<file path="config.mk">
export PLATFORM = sky130hd
export DESIGN_NAME = fifo_burst_reader
export DESIGN_NICKNAME = d
export VERILOG_FILES = /design/src/rtl/fifo_burst_reader.sv
export SDC_FILE = /design/constraint.sdc
export NUM_CORES = 1
export LEC_CHECK = 0
export ABC_AREA = 1
export BUFFER_PORTS_ARGS = -buffer_cell sky130_fd_sc_hd__buf_2
export CAP_MARGIN = 20
export CORE_AREA = 3 3 56 58
export CTS_CLUSTER_SIZE = 8
export DETAILED_ROUTE_END_ITERATION = 6
export DIE_AREA = 0 0 59 61
export PLACE_DENSITY = 0.76
export SLEW_MARGIN = 40
export SYNTH_ARGS = -nofsm -noshare
export SYNTH_HDL_FRONTEND = slang
export SYNTH_SLANG_ARGS = --single-unit
</file>
<file path="constraint.sdc">
create_clock -name clk_i -period 2.4 [get_ports clk_i]
set_clock_uncertainty 0.05 [all_clocks]
set_input_delay 0.12 -clock clk_i [delete_from_list [all_inputs] [get_ports clk_i]]
set_output_delay 0.12 -clock clk_i [all_outputs]
set_load 0.02 [all_outputs]
</file>
<file path="src/rtl/fifo_burst_reader.sv">
// rtl/fifo_burst_reader.sv - burst read controller for a synchronous FIFO with a 2-entry output buffer
module fifo_burst_reader #(
  parameter int WIDTH     = 4,
  parameter int DEPTH     = 16,
  parameter int LEN_WIDTH = $clog2(DEPTH) + 1
) (
  input  logic                 clk_i,
  input  logic                 rst_i,
  input  logic                 start_i,
  input  logic [LEN_WIDTH-1:0] len_i,
  input  logic                 abort_i,
  input  logic                 fifo_empty_i,
  output logic                 fifo_rd_en_o,
  input  logic [WIDTH-1:0]     fifo_rdata_i,
  output logic                 m_valid_o,
  output logic [WIDTH-1:0]     m_data_o,
  input  logic                 m_ready_i,
  output logic                 busy_o,
  output logic                 done_o,
  output logic [LEN_WIDTH-1:0] rd_count_o
);

  typedef enum logic [1:0] {
    S_IDLE,
    S_RUN,
    S_DRAIN,
    S_DONE
  } state_t;

  localparam logic [LEN_WIDTH-1:0] LEN_ONE = LEN_WIDTH'(1);

  state_t               state_q, state_d;
  logic [LEN_WIDTH-1:0] remaining_q, remaining_d;
  logic [LEN_WIDTH-1:0] rd_count_q, rd_count_d;
  logic                 inflight_q, inflight_d;
  logic [1:0]           buf_cnt_q, buf_cnt_d;
  logic [WIDTH-1:0]     buf0_q, buf0_d;
  logic [WIDTH-1:0]     buf1_q, buf1_d;

  logic                 hs;
  logic                 pop;
  logic [1:0]           occupancy;

  // Pop decision: only pop when the word it returns is guaranteed a buffer slot
  always_comb begin
    hs        = (buf_cnt_q != 2'd0) & m_ready_i;
    // Slots that will be taken once the in-flight word lands and this cycle's
    // handshake retires the head; hs implies buf_cnt_q >= 1, so no underflow.
    occupancy = buf_cnt_q + {1'b0, inflight_q} - {1'b0, hs};
    pop       = (state_q == S_RUN) && (remaining_q != '0) && !fifo_empty_i &&
                !abort_i && !rst_i && (occupancy < 2'd2);
  end

  // Buffer datapath: head in buf0, tail in buf1; unload before load keeps order
  always_comb begin
    buf0_d    = buf0_q;
    buf1_d    = buf1_q;
    buf_cnt_d = buf_cnt_q;
    if (hs) begin
      if (buf_cnt_q == 2'd2) begin
        buf0_d = buf1_q;
      end
      buf_cnt_d = buf_cnt_q - 2'd1;
    end
    if (inflight_q) begin
      // buf0 keeps the last delivered word while empty, so m_data_o holds it.
      if (buf_cnt_d == 2'd0) begin
        buf0_d = fifo_rdata_i;
      end else begin
        buf1_d = fifo_rdata_i;
      end
      buf_cnt_d = buf_cnt_d + 2'd1;
    end
  end

  // Next-state logic plus counter and in-flight bookkeeping
  always_comb begin
    state_d     = state_q;
    inflight_d  = pop;
    remaining_d = remaining_q;
    rd_count_d  = rd_count_q + {{(LEN_WIDTH-1){1'b0}}, hs};
    if (pop) begin
      remaining_d = remaining_q - LEN_ONE;
    end
    case (state_q)
      S_IDLE: begin
        if (start_i) begin
          rd_count_d = '0;
          if (len_i != '0) begin
            remaining_d = len_i;
            state_d     = S_RUN;
          end else begin
            state_d = S_DONE;
          end
        end
      end
      S_RUN: begin
        if (abort_i) begin
          remaining_d = '0;
          state_d     = S_DRAIN;
        end else if (remaining_d == '0) begin
          state_d = S_DRAIN;
        end
      end
      S_DRAIN: begin
        // Look at next-cycle occupancy so done_o follows the last handshake directly.
        if (!inflight_d && (buf_cnt_d == 2'd0)) begin
          state_d = S_DONE;
        end
      end
      S_DONE: begin
        state_d = S_IDLE;
      end
      default: begin
        state_d = S_IDLE;
      end
    endcase
  end

  // State and datapath registers with synchronous reset dropping all held data
  always_ff @(posedge clk_i) begin
    if (rst_i) begin
      state_q     <= S_IDLE;
      remaining_q <= '0;
      rd_count_q  <= '0;
      inflight_q  <= 1'b0;
      buf_cnt_q   <= 2'd0;
      buf0_q      <= '0;
      buf1_q      <= '0;
    end else begin
      state_q     <= state_d;
      remaining_q <= remaining_d;
      rd_count_q  <= rd_count_d;
      inflight_q  <= inflight_d;
      buf_cnt_q   <= buf_cnt_d;
      buf0_q      <= buf0_d;
      buf1_q      <= buf1_d;
    end
  end

  // Output mapping
  always_comb begin
    fifo_rd_en_o = pop;
    m_valid_o    = (buf_cnt_q != 2'd0);
    m_data_o     = buf0_q;
    busy_o       = (state_q != S_IDLE);
    done_o       = (state_q == S_DONE);
    rd_count_o   = rd_count_q;
  end

endmodule

</file>
==> results.md <==
* Status: complete, but fails checks
* Failing checks: hold timing
* Period utilization at 96.6%
* Syn Std Cell Area at about 1400 sq um
* Port Buffers at 27
* Initial Utilization at 52.9%
* Layout Cell Area excl Fill at 1740 sq um
* Clock-pin slew of the registers on the worst-case setup and hold paths at approximately 0.13 ns
* Fin Hold WS at -0.00328 ns
* Layout area overhead at 21.5%
* Setup TNS at 0 ns
* Period minus WS final at 2.32 ns
* Pre-antenna DRT Iters at 5
* FF-to-FF setup slack at between 0.08 and 0.09 ns
* Die Ht at approximately 61 um
* I/O pin cnt at 28
* Comb pwr share at 60.3%
* Drt drc at 0
* Worst Min Path Start: fifo_rdata_i[0]
* Mapped Cells at 196
* Global Route Usage Sum at between 10% and 20%
* Vias in the first global route at 1162
* Worst setup margin at 0.0808 ns
* Clock network fraction of design power at 10.6%
* Num CTS Buffers at 3
* Origin of the critical flop-to-flop path: buf_cnt_q[0]$_SDFF_PP0_
* Seq pwr share at 29.2%
* VDD IR max at 0.606 mV
* Max Slew Vio Count at 0
* Crit end category: register
* Worst relative slew slack at 76.7%
* Switching pwr at 0.775 mW
* DR WL/cell at ~11 um
* TritonCTS clock tree: done
* Sw frac at 45.9%
* CP Class: reg2reg
* CP required at 2.57 ns
* Finish-stage setup viols at 0
* Mapped Avg Cell Area at around 7.3 sq um
* Antenna Nets Post-Route at 0
* Row cnt at 19
* Clk sink count at 23
* Hold path cells at 3
* Yosys Warn Count at 0
* Leakage at 0.932 nW
* Synth unique cells at 27
* Largest net degree at the start of global routing at 14
* Vias post-DR at 1324
* R2r endpoint: state_q[0]$_SDFFE_PP0P_
* Cell Count, Final, Fillers Out at 265
* Synth area leaders: dfxtp_1 (32%), ha_1 (11%), nand2_1 (9.7%)
* CTS Root Cell: clkbuf_4
* Startpoint type of the worst setup path: register
* Overflow after GRT at 0
* Via-to-Cell Ratio at 5.00
* PwrDens at 971 nW/um^2
* ANT cells at 0
* Placed cells at between 200 and 300
* Initial drt markers at 44
* Post-synthesis register bit count at 23
* Post-Place Setup Slack at 0.0817 ns
* Post-place instance area at 1610 sq um
* Final HPWL DP at roughly 2200 um
* Share of the synthesized area in the top cell type at 32.1%
* Sequential area share after synthesis at 32.1%
* Max cap viols at 0
* Ratio of cells with drive above 1 in the final layout at 29.5%
* Worst-path fanout max at 4
* Worst hold endpoint: buf1_q[0]$_SDFFE_PP0P_
* Initial antenna violation count at 0
* Arr. time, crit path at 2.49 ns
* FF-to-FF path depth at 20
* Max Freq at 431 MHz
* Measured slew at the worst slew-check pin at 0.346 ns
* Pint at 0.915 mW
* Syn Nets at about 220
* Routability congestion estimate from global placement at ~0.82
* Die area at about 3600 sq um
* First-pass GRT wire length at 4680 um
* Final #Nets at 263
* Die width at 59 um
* Hold/Removal Path Class: in2reg
* Core ar. at 2710 sq um
* Clock buffer depth at 2
* Count of final hold-check violations at 1
* Final wirelength at 2850 um
* Most frequent cells in the layout: nand2_1 (33), inv_1 (27), buf_2 (27)
* H-tree levels at 1
* Worst-skew pair later-pin latency at 0.31 ns
* Most common cell after layout, fill and taps aside: nand2_1
* Area leader, netlist: dfxtp_1
==> worst max path at each step <==
stage,slack [ns],from,end
floorplan,0.08,buf_cnt_q[1]$_SDFF_PP0_,state_q[0]$_SDFFE_PP0P_
global placement,0.14,buf_cnt_q[0]$_SDFF_PP0_,state_q[0]$_SDFFE_PP0P_
detailed placement,0.08,buf_cnt_q[0]$_SDFF_PP0_,state_q[0]$_SDFFE_PP0P_
CTS,0.05,buf_cnt_q[0]$_SDFF_PP0_,state_q[0]$_SDFFE_PP0P_
global route,-0.06,buf_cnt_q[0]$_SDFF_PP0_,state_q[0]$_SDFFE_PP0P_
finish,0.08,buf_cnt_q[0]$_SDFF_PP0_,state_q[0]$_SDFFE_PP0P_
==> critical path: stages, from the launching register on <==
cell	delay, ns
dfxtp_2	0.34
inv_2	0.04
ha_1	0.20
inv_2	0.06
nand2_1	0.07
inv_2	0.08
ha_4	0.19
inv_1	0.05
ha_2	0.16
inv_1	0.05
nand3_2	0.08
nand2_4	0.08
buf_4	0.15
nand3b_1	0.10
nand2_2	0.08
nor2_2	0.11
nand3_2	0.07
nand2_2	0.09
nand3_1	0.07
nand2_1	0.06
nor2_1	0.04
==> timing repair <==
item | in CTS | in global routing
setup buffers | 0 | 4
setup endpoints to repair | 0 | 4
hold buffers | 3 | 0
resized for setup | 0 | 12
hold endpoints to repair | 4 | 0
==> cells in the mapped netlist <==
| master | n |
|---|---|
| a21oi_1 | 7 |
| a21oi_4 | 1 |
| buf_6 | 1 |
| clkbuf_1 | 1 |
| dfxtp_1 | 23 |
| ha_1 | 13 |
| inv_1 | 28 |
| inv_2 | 4 |
| inv_4 | 1 |
| nand2_1 | 37 |
| nand2_2 | 5 |
| nand2_4 | 2 |
| nand3_1 | 19 |
| nand3_2 | 1 |
| nand3b_1 | 2 |
| nor2_1 | 25 |
| nor2_2 | 2 |
| nor2_4 | 2 |
| nor2_8 | 2 |
| nor4_1 | 1 |
| o211ai_1 | 4 |
| o21ai_0 | 5 |
| o21ai_1 | 3 |
| o21ai_2 | 1 |
| o22ai_1 | 1 |
| xnor2_1 | 1 |
| xor2_1 | 4 |
==> final cells by class <==
class / instances / area (sq um)
Clock buffer: 3 / 22.5
Multi-Input combinational cell: 138 / 875
Tap cell: 31 / 38.8
Clock inverter: 1 / 5.00
Timing Repair Buffer: 36 / 210
Sequential cell: 23 / 463
Fill cell: 246 / 970
Inverter: 33 / 126
==> metal layers <==
layer | part of all wire [%] | global-route usage, %
met2 | 48 | 29.7
met4 | 1.4 | 3.88
met3 | 5.3 | 3.83
met1 | 45 | 20.6
met5 | 0 | 0
==> state kept, by name, indices dropped and copies added (netlist names) <==
| signal | count |
|---|---|
| buf_cnt_q | 2 |
| rd_count_o | 5 |
| m_data_o | 4 |
| inflight_q | 1 |
| state_q | 2 |
| remaining_q | 5 |
| buf1_q | 4 |
==> through the flow <==
step	total power [mW]	util [%]
2_1_floorplan	1.19	-
3_3_place_gp	1.38	59.3
3_5_place_dp	1.38	59.3
4_1_cts	1.56	61.4
5_1_grt	1.85	64.2
6_report	1.69	64.2
==> cell families after synthesis <==
logic type	Yosys count	synth area share (%)
AND/OR/NAND/NOR	98	34.1
flip-flops	23	32.1
buffers and inverters	35	9.87
AO/OA/AOI/OAI	22	9.52
adder cells (fa/ha/maj)	13	11.4
XOR/XNOR	5	3.06
==> power groups by stage <==
stage,sequential (mW),combinational [mW],clock (mW)
6_report,0.493,1.02,0.179
5_1_grt,0.500,1.15,0.198
4_1_cts,0.487,0.896,0.182
3_5_place_dp,0.496,0.886,0
3_3_place_gp,0.497,0.885,0
2_1_floorplan,0.500,0.693,0
Power figures use the tool's default switching activity.
